--- src/rtl/buzzer_mc.sv ---
// Multi-channel beep sequencer with per-channel tone divider and a fixed-priority pin arbiter.
// Latency: ch_active follows the sampling edge combinationally from state; BUZZER_OUT lags by one cycle.
// No backpressure: enable is a level request, and channels that lose arbitration keep sequencing silently.
module buzzer_mc #(
  parameter int CHANNELS = 4,
  parameter int CNT_W    = 32,
  parameter int TONE_W   = 16,
  parameter int BURST_W  = 8,
  localparam int GW      = (CHANNELS > 1) ? $clog2(CHANNELS) : 1
) (
  input  logic                        clk,
  input  logic                        resetn,
  input  logic [CHANNELS-1:0]         enable,
  input  logic [2*CHANNELS-1:0]       mode,
  input  logic [CNT_W*CHANNELS-1:0]   duration_on,
  input  logic [CNT_W*CHANNELS-1:0]   duration_off,
  input  logic [TONE_W*CHANNELS-1:0]  tone_div,
  input  logic [BURST_W*CHANNELS-1:0] burst_count,
  output logic [CHANNELS-1:0]         ch_active,
  output logic [CHANNELS-1:0]         ch_done,
  output logic                        buzzer_active,
  output logic [GW-1:0]               grant_idx,
  output logic                        BUZZER_OUT
);

  typedef enum logic [1:0] {S_IDLE, S_ON, S_OFF, S_HOLD} state_t;

  localparam logic [1:0] M_SINGLE   = 2'b00;
  localparam logic [1:0] M_PERIODIC = 2'b01;
  localparam logic [1:0] M_CONT     = 2'b10;

  localparam logic [CNT_W-1:0]   CNT_ONE   = CNT_W'(1);
  localparam logic [BURST_W-1:0] BURST_ONE = BURST_W'(1);

  logic [CHANNELS-1:0] tone_bit;

  for (genvar i = 0; i < CHANNELS; i++) begin : g_ch
    state_t               state_q, state_d;
    logic [1:0]           mode_q;
    logic [CNT_W-1:0]     don_q, doff_q, cnt_q, don_in, doff_in;
    logic [TONE_W-1:0]    div_q, tcnt_q;
    logic [BURST_W-1:0]   bc_q, nb_in;
    logic                 phase_q, done_q;
    logic                 en, start, cnt_zero, enter_on, enter_off;

    assign en       = enable[i];
    assign start    = (state_q == S_IDLE) && en;
    assign cnt_zero = (cnt_q == '0);
    // Zero-length durations and burst counts are promoted to 1 at snapshot time.
    assign don_in   = (duration_on[CNT_W*i +: CNT_W] == '0) ? CNT_ONE : duration_on[CNT_W*i +: CNT_W];
    assign doff_in  = (duration_off[CNT_W*i +: CNT_W] == '0) ? CNT_ONE : duration_off[CNT_W*i +: CNT_W];
    assign nb_in    = (burst_count[BURST_W*i +: BURST_W] == '0) ? BURST_ONE : burst_count[BURST_W*i +: BURST_W];

    // Next-state decode; enter_on/enter_off tell the datapath which duration to load.
    always_comb begin
      state_d   = state_q;
      enter_on  = 1'b0;
      enter_off = 1'b0;
      case (state_q)
        S_IDLE: begin
          if (en) begin
            state_d  = S_ON;
            enter_on = 1'b1;
          end
        end
        S_ON: begin
          case (mode_q)
            M_SINGLE: begin
              if (cnt_zero) state_d = S_HOLD;
            end
            M_PERIODIC: begin
              if (cnt_zero) begin
                state_d   = S_OFF;
                enter_off = 1'b1;
              end
            end
            M_CONT: begin
              if (!en) state_d = S_IDLE;
            end
            default: begin
              if (!en) begin
                state_d = S_IDLE;
              end else if (cnt_zero) begin
                state_d   = S_OFF;
                enter_off = 1'b1;
              end
            end
          endcase
        end
        S_OFF: begin
          if (mode_q == M_PERIODIC) begin
            // Enable is only looked at once the OFF half of the pair is complete.
            if (cnt_zero) begin
              if (en) begin
                state_d  = S_ON;
                enter_on = 1'b1;
              end else begin
                state_d = S_IDLE;
              end
            end
          end else begin
            if (!en) begin
              state_d = S_IDLE;
            end else if (cnt_zero) begin
              if (bc_q == '0) begin
                state_d = S_HOLD;
              end else begin
                state_d  = S_ON;
                enter_on = 1'b1;
              end
            end
          end
        end
        default: begin
          if (!en) state_d = S_IDLE;
        end
      endcase
    end

    // State register.
    always_ff @(posedge clk) begin
      if (!resetn) state_q <= S_IDLE;
      else         state_q <= state_d;
    end

    // Config snapshot, duration/burst counters, tone divider and done pulse.
    always_ff @(posedge clk) begin
      if (!resetn) begin
        mode_q  <= '0;
        don_q   <= '0;
        doff_q  <= '0;
        div_q   <= '0;
        cnt_q   <= '0;
        tcnt_q  <= '0;
        bc_q    <= '0;
        phase_q <= 1'b0;
        done_q  <= 1'b0;
      end else begin
        done_q <= (state_d == S_HOLD) && (state_q != S_HOLD);
        if (start) begin
          mode_q <= mode[2*i +: 2];
          don_q  <= don_in;
          doff_q <= doff_in;
          div_q  <= tone_div[TONE_W*i +: TONE_W];
        end
        if (start)                  cnt_q <= don_in - CNT_ONE;
        else if (enter_on)          cnt_q <= don_q - CNT_ONE;
        else if (enter_off)         cnt_q <= doff_q - CNT_ONE;
        else if (!cnt_zero)         cnt_q <= cnt_q - CNT_ONE;
        if (start)                  bc_q  <= nb_in;
        else if (enter_off && mode_q != M_PERIODIC) bc_q <= bc_q - BURST_ONE;
        if (enter_on) begin
          tcnt_q  <= '0;
          phase_q <= 1'b1;
        end else if (state_q == S_ON && div_q != '0) begin
          if (tcnt_q == div_q) begin
            tcnt_q  <= '0;
            phase_q <= ~phase_q;
          end else begin
            tcnt_q <= tcnt_q + TONE_W'(1);
          end
        end
      end
    end

    assign ch_active[i] = (state_q == S_ON);
    assign ch_done[i]   = done_q;
    assign tone_bit[i]  = (state_q == S_ON) && ((div_q == '0) || phase_q);
  end

  logic          win_tone;
  logic [GW-1:0] win_idx;

  // Lowest-index ON channel owns the pin; scanning downward leaves the lowest hit last.
  always_comb begin
    win_tone = 1'b0;
    win_idx  = '0;
    for (int j = CHANNELS - 1; j >= 0; j--) begin
      if (ch_active[j]) begin
        win_tone = tone_bit[j];
        win_idx  = GW'(j);
      end
    end
  end

  assign grant_idx     = win_idx;
  assign buzzer_active = |ch_active;

  // Registered pin drive.
  always_ff @(posedge clk) begin
    if (!resetn) BUZZER_OUT <= 1'b0;
    else         BUZZER_OUT <= win_tone;
  end

endmodule

--- config.mk ---
export PLATFORM = sky130hd
export DESIGN_NAME = buzzer_mc
export DESIGN_NICKNAME = d
export VERILOG_FILES = /design/src/rtl/buzzer_mc.sv
export SDC_FILE = /design/constraint.sdc
export NUM_CORES = 1
export LEC_CHECK = 0
export CORE_MARGIN = 8
export CORE_UTILIZATION = 38
export CTS_BUF_LIST = sky130_fd_sc_hd__clkbuf_4
export DETAILED_ROUTE_END_ITERATION = 10
export GPL_TIMING_DRIVEN = 0
export SYNTH_ARGS = -nofsm -noshare
export SYNTH_HDL_FRONTEND = slang
export SYNTH_SLANG_ARGS = --single-unit
--- constraint.sdc ---
create_clock -name clk -period 4.1 [get_ports clk]
set_input_delay 0.82 -clock clk [delete_from_list [all_inputs] [get_ports clk]]
set_output_delay 0.82 -clock clk [all_outputs]
set_load 0.005 [all_outputs]
Word level (Yosys, flattened, before mapping):

Cells that the tools add are included.

* register bits after elaboration: 569
* input port bits: 366
* output and inout bits: 12
* logic and storage cells: 347

* add/sub/neg operators: 24
* equal/unequal tests: 36
* mux-type cells: 156
* bitwise logic cells: 5
* reductions and logical operators: 85

Operators by type and width (number)
* two-way mux 32 bit: 24
* subtractor 32 x 1 -> 32 bit, second input constant: 16
* zero test 32 bit: 12
* two-way mux 8 bit: 12
* two-way mux 2 bit: 44
* adder 16 x 1 -> 16 bit, second input constant: 4
* == test 16 bit: 4
* zero test 16 bit: 4
* zero test 8 bit: 8
* two-way mux 16 bit: 4
* nonzero test 16 bit: 4
* two-way mux 1 bit: 56
* one-hot mux 2 bit (3 select lines): 8
* subtractor 8 x 1 -> 8 bit, second input constant: 4
* == test 2 bit, second input constant: 12
* nonzero test 2 bit: 12
* logical AND 1 bit: 20
* == test 2 x 1 -> 1 bit, second input constant: 8
* zero test 2 bit: 8
* != test 4 x 2 -> 1 bit, second input constant: 4
* one-hot mux 1 bit (2 select lines): 8
* OR reduction 2 bit: 8
* != test 2 x 1 -> 1 bit, second input constant: 4
* != test 2 bit, second input constant: 4
* 4 further kinds: 14

Logic depth before layout (Yosys ltp):

* depth after elaboration: 8
* gate-level depth with buffers: 19
* depth with buffers taken out: 15

Worst setup path after synthesis:

Ideal clock, no wire load.

* path kind: input-to-reg
* from: in enable[1]
* to: reg g_ch[1].cnt_q[10]
* library setup time: 70 ps
* data arrival time: 3780 ps
* required time: 4030 ps
* slack: 250 ps
* stages on the path: 14
* buffers on the path: 4
* cells stage by stage: nor2b_1 > nand2_1 > clkbuf_1 > clkbuf_1 > clkbuf_1 > o21ai_1 > nand2_1 > ha_1 > o311ai_1 > or4_1 > buf_2 > nand2b_1 > or3_1 > a21oi_1

* word-level cells in the longest chain between the ends: 6
* elaborated cells on any way between the ends: 13
* classes of those cells: eq/ne: 1; mux: 11; reduce/logical: 1

RTL lines
* start, declared: RTL line 13 `input logic [CHANNELS-1:0] enable,`
* two-way mux 1 bit, on equally long branches: RTL line 81, 61, 94
* one-hot mux 1 bit (2 select lines) or two-way mux 1 bit (tied branches): RTL line 67, 93
* two-way mux 1 bit, on equally long branches: RTL line 59, 91
* two-way mux 32 bit or one-hot mux 1 bit (2 select lines) (tied branches): RTL line 148, 59
* two-way mux 32 bit: RTL line 147 `else if (enter_on) cnt_q <= don_q - CNT_ONE;`
* two-way mux 32 bit: RTL line 146 `if (start) cnt_q <= don_in - CNT_ONE;`
* end signal, assigned: RTL line 146
* end signal, assigned: RTL line 147
* end signal, assigned: RTL line 148 `else if (enter_off) cnt_q <= doff_q - CNT_ONE;`
* end, declared: RTL line 40 `logic [CNT_W-1:0] don_q, doff_q, cnt_q, don_in, doff_in;`

Parallel ways exist; a longest one is shown, timed or not.
A chain may end at the register's enable or synchronous reset.

Worst setup path in the final report:

* from: reg g_ch[1].bc_q[1]
* to: reg g_ch[1].cnt_q[10]

* word-level cells in the longest chain between the ends: 8
* elaborated cells on any way between the ends: 9
* classes of those cells: eq/ne: 1; mux: 7; reduce/logical: 1

RTL lines
* start, declared: RTL line 42 `logic [BURST_W-1:0] bc_q, nb_in;`
* start signal, assigned: RTL line 150 `if (start) bc_q <= nb_in;`
* start signal, assigned: RTL line 151 `else if (enter_off && mode_q != M_PERIODIC) bc_q <= bc_q - BURST_ONE;`
* zero test 8 bit (*): RTL line 105 `if (bc_q == '0) begin`
* two-way mux 1 bit (*): RTL line 105
* two-way mux 1 bit (*): RTL line 104 `end else if (cnt_zero) begin`
* two-way mux 1 bit (*): RTL line 102 `if (!en) begin`
* two-way mux 1 bit (*): RTL line 91 `if (mode_q == M_PERIODIC) begin`
* one-hot mux 1 bit (2 select lines) (*): RTL line 59 `case (state_q)`
* two-way mux 32 bit: RTL line 147
* two-way mux 32 bit: RTL line 146

Every way passes the cells marked *; elsewhere a longest branch is shown, timed or not.

==> results.txt <==
----------------------------------------------------
[Timing]
  Smallest setup slack after layout ... around 120 ps
  Maximum achievable frequency ... 251.6 MHz
  Tightest slew margin relative to the limit ... 15.94%
  Worst Tran Pin Value ... 1261 ps
  Worst hold slack ... 374.5 ps
  Setup violation total in the final timing report ... 0
  Hold violation total from the final report ... 0
  Final Cycle Share ... 96.96%
  Worst Skew ... 75.74 ps
  Clock period minus final worst setup slack ... between 3000 and 4000 ps
  Fin. max-slew vios ... 0

[Clock network]
  Buffer depth of the longest clock path ... 3
  Inserted Clock Buffers ... 160
  Number of hold buffers added after CTS ... 0
  Clk_lat worst skew ... 1010 ps
  Post-CTS clock slew at the launch and capture registers of the worst setup and hold paths ... 80 ps
  CTS tree ... built
  Count of H-tree levels built during CTS ... 4
  Clock root cell ... sky130_fd_sc_hd__clkbuf_4
  Num Clock Sinks ... between 500 and 600

[Power]
  Worst voltage drop across the vdd grid ... ~0.2 mV
  Total power draw ... between 10 and 15 mW
  Leak pwr ... 12.59 nW
  P per Cell Area ... 396.3 nW/um2

[Critical path]
  Crit Path Max Fanout ... 10
  Setup crit start kind ... flop
  Kind of critical path ... reg2reg
  Worst EP arrival ... approximately 5000 ps
  Req. time, crit path ... between 5000 and 6000 ps
  Worst Setup End Kind ... flop
  Worst-case reg-to-reg path depth ... 16

[Placement]
  Buffers added on ports ... about 380
  DP HPWL ... 81380 um
  Placed cell count ... 4841
  Worst slack after detailed placement ... -1491 ps
  Final Wtd Congestion ... 0.9288
  Area after detailed placement ... 33190 um2

[Global routing]
  Pin count of the biggest net entering global routing ... 17
  All-layer global routing usage ... 24.49%
  Antenna violations before repair ... 12
  Via count of the first global-routing pass ... between 20000 and 30000
  Remaining global-route overflow ... 0
  First-pass GRT wire length ... 159100 um

[Routing]
  Post-detailed-route count of antenna-violating nets ... 0
  Starting DRC count in detailed routing ... 1953
  Average wire per standard cell ... 20.54 um
  Residual DRC count ... 0
  Post-Route WL ... 105300 um
  Avg Vias per Cell ... 5.447
  First-pass detailed-route iteration total ... 8
  Total number of vias ... between 20000 and 30000

[Die]
  DIE AREA ... ~83000 um2
  Standard cell core area ... 73950 um2
  Initial Util ... 38.15%
  Ports placed on the boundary ... about 380
  Chip height ... 288.5 um
  Number of rows created at floorplan ... 100
  Die Wd ... ~290 um

[Synth]
  Register bit total from synthesis ... 569
  Post-Synthesis Net Count ... 3874
  Synthesis warning total ... 0
  Cell count after synthesis ... 3496
  Area of the mapped netlist ... 28210 um2
  Number of flops mapped to enable cells by yosys ... 0
  Fraction of registers with async set or reset after synthesis ... 0%
  Distinct cell type count of the synthesized netlist ... 92
  Most used DFF post-synth ... sky130_fd_sc_hd__dfxtp_1
  Share of the yosys chip area belonging to registers ... about two fifths
  Avg Cell Area, Syn ... slightly above 8 um2

[Final layout]
  Layout overhead on the synthesized area ... 26.08%
  Final cell count without fillers ... 5128
  Share of final-layout standard cells stronger than drive strength 1 ... 10.30%
  Nets@finish ... 4420
  Filler instances ... 7416
  Fin area ... 35570 um2

[Min path]
  Count of cells along the worst hold path ... 3
  Classification of the worst-slack hold path ... in2reg

[Job]
  Maxcap violations ... 0

[Status]
  Status ... finished clean

----------------------------------------------------
## cell usage after synthesis, drive strengths merged (4+ instances only)
cell / instances / share of area (%)
or2: 6 / 0.13
a211oi: 61 / 1.7
and2: 11 / 0.24
o21ai: 132 / 2.3
nand2b: 19 / 0.42
clkbuf: 159 / 2.1
and3: 23 / 0.51
a41oi: 4 / 0.12
nand3: 59 / 1.1
or3: 40 / 0.89
nor4b: 4 / 0.22
and4: 11 / 0.35
a31oi: 4 / 0.089
o21a: 17 / 0.46
o211ai: 13 / 0.36
ha: 12 / 0.53
nor3b: 11 / 0.33
a221o: 5 / 0.18
nor4: 155 / 4.1
or4: 10 / 0.27
xnor2: 158 / 4.9
nand2: 767 / 10
a21boi: 333 / 8.9
nand3b: 6 / 0.16
buf: 64 / 1.3
o22ai: 4 / 0.089
nand4: 70 / 1.7
o31ai: 30 / 0.82
inv: 37 / 0.49
a311oi: 7 / 0.22
nor3: 64 / 1.2
o31a: 25 / 0.78
a21oi: 93 / 1.6
nor2: 307 / 4.1
dfxtp: 569 / 40
nor2b: 16 / 0.35
a211o: 10 / 0.32
o211a: 17 / 0.60
a221oi: 70 / 2.3
xor2: 64 / 2.0
## per-stage QoR
step	TNS (ps)	util, %
after floorplan	0	-
after global placement	-233690	44.88
after detailed placement	-237540	44.88
after CTS	0	47.75
after global routing	-141.7	48.09
final	0	48.10
## per-layer routing
layer / share of wire, % / vias up / GRT usage [%]
li1: - / 13540 / -
met1: 43 / 13050 / 31.07
met2: 46 / 1091 / 40.28
met3: 7.5 / 237 / 5.388
met4: 3.4 / 6 / 9.655
met5: 0.039 / - / 0
## critical path, cell delays in order (launching register included)
cell	delay (ps)
sky130_fd_sc_hd__dfxtp_1	320
sky130_fd_sc_hd__inv_1	80
sky130_fd_sc_hd__ha_1	200
sky130_fd_sc_hd__nor3b_4	280
sky130_fd_sc_hd__nand4b_1	260
sky130_fd_sc_hd__and2_4	240
sky130_fd_sc_hd__buf_2	220
sky130_fd_sc_hd__a221oi_1	310
sky130_fd_sc_hd__o21ai_1	160
sky130_fd_sc_hd__nand2_1	110
sky130_fd_sc_hd__ha_2	210
sky130_fd_sc_hd__o311ai_4	120
sky130_fd_sc_hd__or4_1	530
sky130_fd_sc_hd__buf_2	210
sky130_fd_sc_hd__nand2b_4	210
sky130_fd_sc_hd__or3_1	320
sky130_fd_sc_hd__a21oi_1	150
## final cells by class
cell class / instances / area, um2 / area share [%]
Antenna cell: 12 / 30.03 / 0.08442
Tap cell: 969 / 1212 / 3.408
Clock buffer: 229 / 1719 / 4.833
Sequential cell: 569 / 11390 / 32.03
Inverter: 37 / 146.4 / 0.4116
Clock inverter: 38 / 299.0 / 0.8407
Multi-Input combinational cell: 2667 / 15940 / 44.81
Buffer: 219 / 978.4 / 2.751
Timing Repair Buffer: 388 / 3854 / 10.83
## final timing paths
kind / start / to / slack, ps
min: tone_div[41] / g_ch[2].div_q[9] / 370
max: g_ch[1].bc_q[1] / g_ch[1].cnt_q[10] / 120
min reg2reg: g_ch[0].don_q[14] / g_ch[0].don_q[14] / 460
max reg2reg: g_ch[1].bc_q[1] / g_ch[1].cnt_q[10] / 120
## what timing repair did
action,4_1_cts,5_1_grt
setup buffers,4,8
endpoints found under the setup margin,30,123
pin swaps,5,8
resized for setup,21,47
gates cloned,0,0
## logic make-up (layout without fill, tap and decap cells)
family	count (synthesis)	after routing	share of synthesized area [%]
buffers and inverters	260	911	3.947
adders and majority gates	12	12	0.5322
DFF	569	569	40.38
xor gates and xnor gates	222	222	6.892
other	0	12	0
and+or+nand+nor	1584	1584	26.55
AOI/OAI and AO/OA	847	847	21.63
muxes	2	2	0.07096
## cells in the final DEF (no fill, tap or decap), drive strengths merged, types with 11 or more instances in the layout
cell	count
nand4	70
a211oi	61
a221oi	70
xor2	64
o21a	17
o211ai	13
and4	11
inv	39
nor2	307
nand3	59
xnor2	158
and3	23
a21oi	93
diode	12
nor3	64
a21boi	333
o31a	25
o211a	17
nor3b	11
and2	11
clkbuf	386
nor4	155
or3	40
nor2b	16
clkinv	27
clkdlybuf4s50	376
nand2b	19
buf	74
o21ai	132
dfxtp	569
ha	12
nand2	767
o31ai	30
## where the power goes
group / total (mW) / internal [mW] / switching [mW] / leakage (nW)
logic: 2.60 / 1.11 / 1.50 / 6.73
registers: 6.17 / 5.89 / 0.280 / 4.67
clock network: 5.32 / 2.81 / 2.51 / 1.19
## registers in the layout, summed over array words and instances (netlist names)
name,cells
g_ch.cnt_q,128
BUZZER_OUT,1
g_ch.phase_q,4
g_ch.done_q,4
g_ch.doff_q,128
g_ch.mode_q,8
g_ch.bc_q,32
g_ch.state_q,8
g_ch.tcnt_q,64
g_ch.div_q,64
g_ch.don_q,128
Power figures use the tool's default switching activity.
